[src/rtl/map_lookup_arbiter_if.sv]
// ----------------------------------------------------------------------------
// map_lookup_arbiter_if : requester, result and map-ROM signals of the lookup
// arbiter bundled for port connection.
// Revision: 1.0
// ----------------------------------------------------------------------------
`default_nettype none

interface map_lookup_arbiter_if #(
  parameter int NREQ = 4,
  parameter int COLS = 80
);
  logic                 map_sel;
  logic [NREQ-1:0]      req;
  logic [7*NREQ-1:0]    tile_x;
  logic [6*NREQ-1:0]    tile_y;
  logic [NREQ-1:0]      ack;
  logic                 wall;
  logic                 busy;
  logic [10:0]          rom_addr;
  logic [COLS-1:0]      rom_data;

  // The arbiter is the slave; requesters and the ROM sit on the master side.
  modport slave (
    input  map_sel, req, tile_x, tile_y, rom_data,
    output ack, wall, busy, rom_addr
  );

  modport master (
    output map_sel, req, tile_x, tile_y, rom_data,
    input  ack, wall, busy, rom_addr
  );
endinterface

`default_nettype wire

[src/rtl/map_lookup_arbiter.sv]
// ----------------------------------------------------------------------------
// map_lookup_arbiter : round-robin arbiter serialising wall lookups from the
// player/enemy cars into a single combinational tile-map ROM.
// Revision: 1.0
// ----------------------------------------------------------------------------
`default_nettype none

module map_lookup_arbiter #(
  parameter int NREQ      = 4,
  parameter int MAP1_BASE = 70,
  parameter int ROWS      = 60,
  parameter int COLS      = 80
) (
  input  logic                 clk,
  input  logic                 rst,
  map_lookup_arbiter_if.slave  bus
);

  localparam int PW  = (NREQ > 1) ? $clog2(NREQ) : 1;
  localparam int PW1 = PW + 1;

  localparam logic [1:0] c_IDLE   = 2'd0;
  localparam logic [1:0] c_LOOKUP = 2'd1;
  localparam logic [1:0] c_RESP   = 2'd2;

  localparam logic [PW-1:0]  c_LAST      = PW'(NREQ - 1);
  localparam logic [PW1-1:0] c_NREQ      = PW1'(NREQ);
  localparam logic [7:0]     c_COLS      = 8'(COLS);
  localparam logic [6:0]     c_ROWS      = 7'(ROWS);
  localparam logic [6:0]     c_COL_MAX   = 7'(COLS - 1);
  localparam logic [10:0]    c_MAP1_BASE = 11'(MAP1_BASE);

  logic [1:0]     r_state;
  logic [PW-1:0]  r_rr_ptr;
  logic [PW-1:0]  r_grant;
  logic [6:0]     r_x;
  logic           r_wall;
  logic [10:0]    r_rom_addr;

  logic           w_found;
  logic [PW-1:0]  w_gnt;
  logic [PW1-1:0] w_sum;
  logic [PW-1:0]  w_cand;
  logic [6:0]     w_sel_x;
  logic [5:0]     w_sel_y;
  logic           w_in_range;
  logic [10:0]    w_addr;
  logic [6:0]     w_col;

  // Scan requesters starting at rr_ptr, wrapping past NREQ-1 back to 0.
  always_comb begin
    w_found = 1'b0;
    w_gnt   = '0;
    w_sum   = '0;
    w_cand  = '0;
    for (int k = 0; k < NREQ; k++) begin
      w_sum = {1'b0, r_rr_ptr} + PW1'(k);
      if (w_sum >= c_NREQ) begin
        w_sum = w_sum - c_NREQ;
      end
      w_cand = w_sum[PW-1:0];
      if (!w_found && bus.req[w_cand]) begin
        w_found = 1'b1;
        w_gnt   = w_cand;
      end
    end
  end

  always_comb begin
    w_sel_x = '0;
    w_sel_y = '0;
    for (int i = 0; i < NREQ; i++) begin
      if (w_gnt == PW'(i)) begin
        w_sel_x = bus.tile_x[7*i +: 7];
        w_sel_y = bus.tile_y[6*i +: 6];
      end
    end
  end

  assign w_in_range = ({1'b0, w_sel_x} < c_COLS) && ({1'b0, w_sel_y} < c_ROWS);
  assign w_addr     = (bus.map_sel ? c_MAP1_BASE : 11'd0) + {5'd0, w_sel_y};
  // Column 0 is the MSB of the ROM row.
  assign w_col      = c_COL_MAX - r_x;

  // The map choice is folded into rom_addr at grant time, so later map_sel
  // changes cannot disturb an in-flight lookup.
  always_ff @(posedge clk or posedge rst) begin
    if (rst) begin
      r_state    <= c_IDLE;
      r_rr_ptr   <= '0;
      r_grant    <= '0;
      r_x        <= '0;
      r_wall     <= 1'b0;
      r_rom_addr <= '0;
    end else begin
      case (r_state)
        c_IDLE: begin
          if (w_found) begin
            r_grant <= w_gnt;
            r_x     <= w_sel_x;
            if (w_in_range) begin
              r_rom_addr <= w_addr;
              r_state    <= c_LOOKUP;
            end else begin
              r_wall  <= 1'b1;
              r_state <= c_RESP;
            end
          end
        end
        c_LOOKUP: begin
          r_wall  <= bus.rom_data[w_col];
          r_state <= c_RESP;
        end
        c_RESP: begin
          r_rr_ptr <= (r_grant == c_LAST) ? '0 : r_grant + PW'(1);
          r_state  <= c_IDLE;
        end
        default: begin
          r_state <= c_IDLE;
        end
      endcase
    end
  end

  always_comb begin
    bus.ack = '0;
    for (int i = 0; i < NREQ; i++) begin
      bus.ack[i] = (r_state == c_RESP) && (r_grant == PW'(i));
    end
  end

  assign bus.wall     = r_wall;
  assign bus.busy     = (r_state != c_IDLE);
  assign bus.rom_addr = r_rom_addr;

endmodule

`default_nettype wire

[src/flat_wrapper.sv]
// flat-port wrapper written by rule: the top's interface ports become plain ports
module map_lookup_arbiter_flat 
#(
  parameter int NREQ      = 4,
  parameter int MAP1_BASE = 70,
  parameter int ROWS      = 60,
  parameter int COLS      = 80
)
  (clk, rst, bus_map_sel, bus_req, bus_tile_x, bus_tile_y, bus_rom_data, bus_ack, bus_wall, bus_busy, bus_rom_addr);
  map_lookup_arbiter_if #(.NREQ(NREQ), .COLS(COLS)) bus_i ();
  input  logic clk;
  input  logic rst;
  input wire logic [$bits(bus_i.map_sel)-1:0] bus_map_sel;
  input wire logic [$bits(bus_i.req)-1:0] bus_req;
  input wire logic [$bits(bus_i.tile_x)-1:0] bus_tile_x;
  input wire logic [$bits(bus_i.tile_y)-1:0] bus_tile_y;
  input wire logic [$bits(bus_i.rom_data)-1:0] bus_rom_data;
  output wire logic [$bits(bus_i.ack)-1:0] bus_ack;
  output wire logic [$bits(bus_i.wall)-1:0] bus_wall;
  output wire logic [$bits(bus_i.busy)-1:0] bus_busy;
  output wire logic [$bits(bus_i.rom_addr)-1:0] bus_rom_addr;
  assign bus_i.map_sel = bus_map_sel;
  assign bus_i.req = bus_req;
  assign bus_i.tile_x = bus_tile_x;
  assign bus_i.tile_y = bus_tile_y;
  assign bus_i.rom_data = bus_rom_data;
  assign bus_ack = bus_i.ack;
  assign bus_wall = bus_i.wall;
  assign bus_busy = bus_i.busy;
  assign bus_rom_addr = bus_i.rom_addr;
  map_lookup_arbiter #(.NREQ(NREQ), .MAP1_BASE(MAP1_BASE), .ROWS(ROWS), .COLS(COLS)) u_core (.clk(clk), .rst(rst), .bus(bus_i));
endmodule
[config.mk]
export PLATFORM = sky130hd
export DESIGN_NAME = map_lookup_arbiter_flat
export DESIGN_NICKNAME = d
export VERILOG_FILES = /design/src/rtl/map_lookup_arbiter_if.sv /design/src/rtl/map_lookup_arbiter.sv /design/src/flat_wrapper.sv
export SDC_FILE = /design/constraint.sdc
export NUM_CORES = 1
export LEC_CHECK = 0
export ABC_AREA = 1
export CAP_MARGIN = 40
export CELL_PAD_IN_SITES_DETAIL_PLACEMENT = 1
export CELL_PAD_IN_SITES_GLOBAL_PLACEMENT = 1
export CORE_ASPECT_RATIO = 1.4
export CORE_MARGIN = 2
export CORE_UTILIZATION = 25
export DETAILED_ROUTE_END_ITERATION = 6
export PLACE_DENSITY_LB_ADDON = 0.1
export REMOVE_ABC_BUFFERS = 1
export SETUP_SLACK_MARGIN = 0.4
export SYNTH_ARGS = -nofsm -noshare
export SYNTH_HDL_FRONTEND = slang
export SYNTH_SLANG_ARGS = --single-unit
[constraint.sdc]
create_clock -name clk -period 4.11 [get_ports clk]
set_clock_uncertainty 0.15 [all_clocks]
set_input_delay 0.822 -clock clk [delete_from_list [all_inputs] [get_ports clk]]
set_output_delay 0.822 -clock clk [all_outputs]
set_load 0.02 [all_outputs]
==> flow_summary_export.csv <==
group,metric,value,unit
timing,tns,0,ns
grt,antenna_found_initial,0,
grt,grt_pass1_wl,18.6,mm
yosys,yosys-top-cells-area,"dfrtp_1 20%, nand2_1 14%, o21ai_0 10%",
timing,max_freq,285,MHz
power_and_ir_drop,p_clk_share,7.1,%
cells_and_area,num_antenna_cells,0,
yosys,synth_cell_types,39,
worst_setup_path,path_buf_inv,6,
worst_setup_path,cpMaxStageDelayCell,"clkdlybuf4s50_1",
worst_setup_path,critical-path-top-delay-family,"simple AND/OR/NAND/NOR gates",
die,row_count,44,
clock_tree,path_clk_slew,0.07,ns
timing,fin_crit,3.51,ns
cells_and_area,drive_gt1_share,13.8,%
power_and_ir_drop,max-vdd-ir-drop,0.389,mV
timing,setup_viol,0,
yosys,yosysTopAreaCell,"dfrtp_1",
route,firstDrtPassIters,4,
worst_setup_path,crit_type,"input pin to register",
clock_tree,max-clock-path-buffers,2,
grt,grt_pass1_vias,3764,
timing,final.period_utilization,85.4,%
die,dieArea,0.0116,mm^2
worst_setup_path,cp.required,4.15,ns
yosys,syn-cell-area,0.00269,mm^2
power_and_ir_drop,p_seq_share,11.7,%
placement,dp_hpwl,9.47,mm
yosys,synth-main-ff-cell,"dfrtp_1",
clock_tree,worst_skew_pair.late_latency,0.26,ns
route,vias,3557,
cells_and_area,nNetsFinal,743,
yosys,synthCells,440,
timing,tightest_slew,0.789,ns
yosys,yosys_warnings,0,
timing,fin_ws,0.601,ns
die,io_pins,156,
placement,port_buffers,152,
yosys,syn_area_per_cell,6.12,um^2
power_and_ir_drop,p_int,1800,uW
yosys,yosysMostFrequentCell,"nand2_1",
worst_setup_path,start_kind,"input pin",
yosys,async_reset_ff_share,100,%
yosys,ys_seq_elements,22,
status,status,"completed",
clock_tree,cts_root_buffer,"clkbuf_16",
clock_tree,htreeDepth,1,
route,drc,0,
cells_and_area,area_delta_synth_final,71.7,%
yosys,synth-seq-area-share,20.5,%
yosys,synth_top_area_share,20.5,%
yosys,synth_common_cells,"99 x nand2_1, 69 x nor2_1, 56 x o21ai_0",
power_and_ir_drop,p_sw,2120,uW
die,die_x,91.7,um
die,core,0.0104,mm^2
timing,hold_viol,0,
timing,rsz0062_at_grt,"false",
placement,place.gp.congestion,0.829,
worst_setup_path,critPathMaxFanout,4,
route,ant_nets,0,
cells_and_area,num-fill-cells,1321,
min_path,hp-class,"register to register",
yosys,synth_edf_count,0,
power_and_ir_drop,power.density,847,mW/mm^2
worst_setup_path,crit_chain,"clkdlybuf4s50_1 -> inv_1 -> nand2_2 -> nand2_1 -> nand2_1 -> nand2_2 -> nand3_1 -> nor2_2 -> nor2_4 -> nand2_2 -> inv_2 -> a22oi_1 -> nand3_1 -> o21ai_1 -> inv_1 -> ha_2 -> inv_1 -> fa_2 -> nor2_4 -> buf_4 -> nand3_1 -> o21ai_2",
die,start_util,25.9,%
timing,relSlewSlack,47.3,%
grt,grt_use_total,19.5,%
worst_setup_path,max_stage_delay,0.47,ns
power_and_ir_drop,p_comb_share,81.1,%
placement,post-place-ws,0.0654,ns
route,wirelength,11.8,mm
grt,grt-ovfl-total,0,
job,maxCapViolations,0,
power_and_ir_drop,switching_share,54.1,%
route,drtIter0Drc,83,
power_and_ir_drop,leakage,0.00204,uW
worst_setup_path,worst_ep_arrival_time,3.55,ns
route,vias_per_cell,4.85,
die,die_h,127,um
clock_tree,numCtsBuffers,3,
route,wl_per_cell,16.1,um
clock_tree,cts_tree,"yes",
timing,slew_violations,0,
clock_tree,clock_sinks,22,
grt,grt_max_degree,42,
worst_setup_path,endpoint_kind,"register",
-- cells by family after synthesis --
family,synth area share [%]
compound gates,22.1
simple gates,40.7
buf+inv,11.7
flops,20.5
xor+xnor,0.976
other cells,0.139
fa+ha+maj,4.00
-- tightest hold or removal path: cells and delay by family, from the launching register on --
family	cells	cell delay, ns
flops	1	0.35
simple gates	2	0.11
-- sequential cells by signal, summed over array words and instances (netlist names) --
name                 count
u_core.r_grant           2
u_core.r_state           2
u_core.bus.rom_addr      8
u_core.bus.wall          1
u_core.r_x               7
u_core.r_rr_ptr          2
-- placed cells by master, fill, tap and decap left out, types with 5 or more instances in the layout --
cell type	n
nor2_1	65
nand2_4	5
nor2_2	11
nand3b_1	5
buf_4	17
o21ai_2	5
dfrtp_1	22
inv_1	39
clkdlybuf4s50_1	150
nand3_1	22
ha_1	6
nand2_2	15
nor2_4	5
o21ai_0	54
o22ai_1	12
o221ai_1	9
nand2_1	92
nand4_1	5
-- power groups by stage --
stage | registers (uW) | clock network (uW) | logic, uW
final | 459 | 280 | 3180
after global routing | 477 | 298 | 3560
after CTS | 462 | 285 | 2940
after detailed placement | 464 | 0 | 2910
after global placement | 460 | 0 | 2840
after floorplan | 518 | 0 | 1870
-- worst paths after layout --
| kind | from | endpoint | slack [ns] | cells after the start |
|---|---|---|---|---|
| worst max-delay path | bus_req[1] | u_core.bus.rom_addr[7] | 0.60 | 22 |
| max in group asynchronous | rst | u_core.r_x[3] | 2.67 | 3 |
| worst max register to register | u_core.r_rr_ptr[0] | u_core.bus.rom_addr[6] | 0.75 | 21 |
| worst min-delay path | u_core.bus.rom_addr[1] | u_core.bus.rom_addr[1] | 0.34 | 2 |
| min in group asynchronous | rst | u_core.bus.rom_addr[6] | 0.71 | 2 |
| worst min register to register | u_core.bus.rom_addr[1] | u_core.bus.rom_addr[1] | 0.34 | 2 |
-- layer usage --
metal | GRT usage [%] | share of wire, % | vias to the layer above
li1 | - | - | 1758
met1 | 21.2 | 38 | 1687
met2 | 39.1 | 55 | 102
met3 | 3.21 | 5.2 | 10
met4 | 3.42 | 1.6 | 0
met5 | 0 | 0 | -
-- cell type report --
type | count | area [um^2] | share of cell area, %
Multi-Input combinational cell | 350 | 1910 | 41.3
Timing Repair Buffer | 171 | 1700 | 36.7
Sequential cell | 22 | 551 | 11.9
Inverter | 48 | 185 | 4.01
Tap cell | 138 | 173 | 3.74
Clock buffer | 3 | 75.1 | 1.62
Clock inverter | 1 | 30.0 | 0.650
-- metrics by stage --
stage          cells  cell area, um^2  hold slack [ns]  util [%]  total power, uW
5_1_grt          733             4620            0.370      44.4             4340
6_report         733             4620            0.337      44.4             3910
4_1_cts          724             4470            0.336      42.9             3690
2_1_floorplan    420             2570            0.319         -             2390
3_5_place_dp     720             4360            0.323      41.9             3380
3_3_place_gp     719             4330            0.313      41.6             3300
-- timing repair --
item                       CTS  global route
pin swaps                    0             9
setup endpoints to repair    1             6
resized for setup            2            28
gates cloned                 0             0
buffers inserted             0             9
hold buffers                 0             0
No activity file was read; power rests on OpenSTA's default activity.
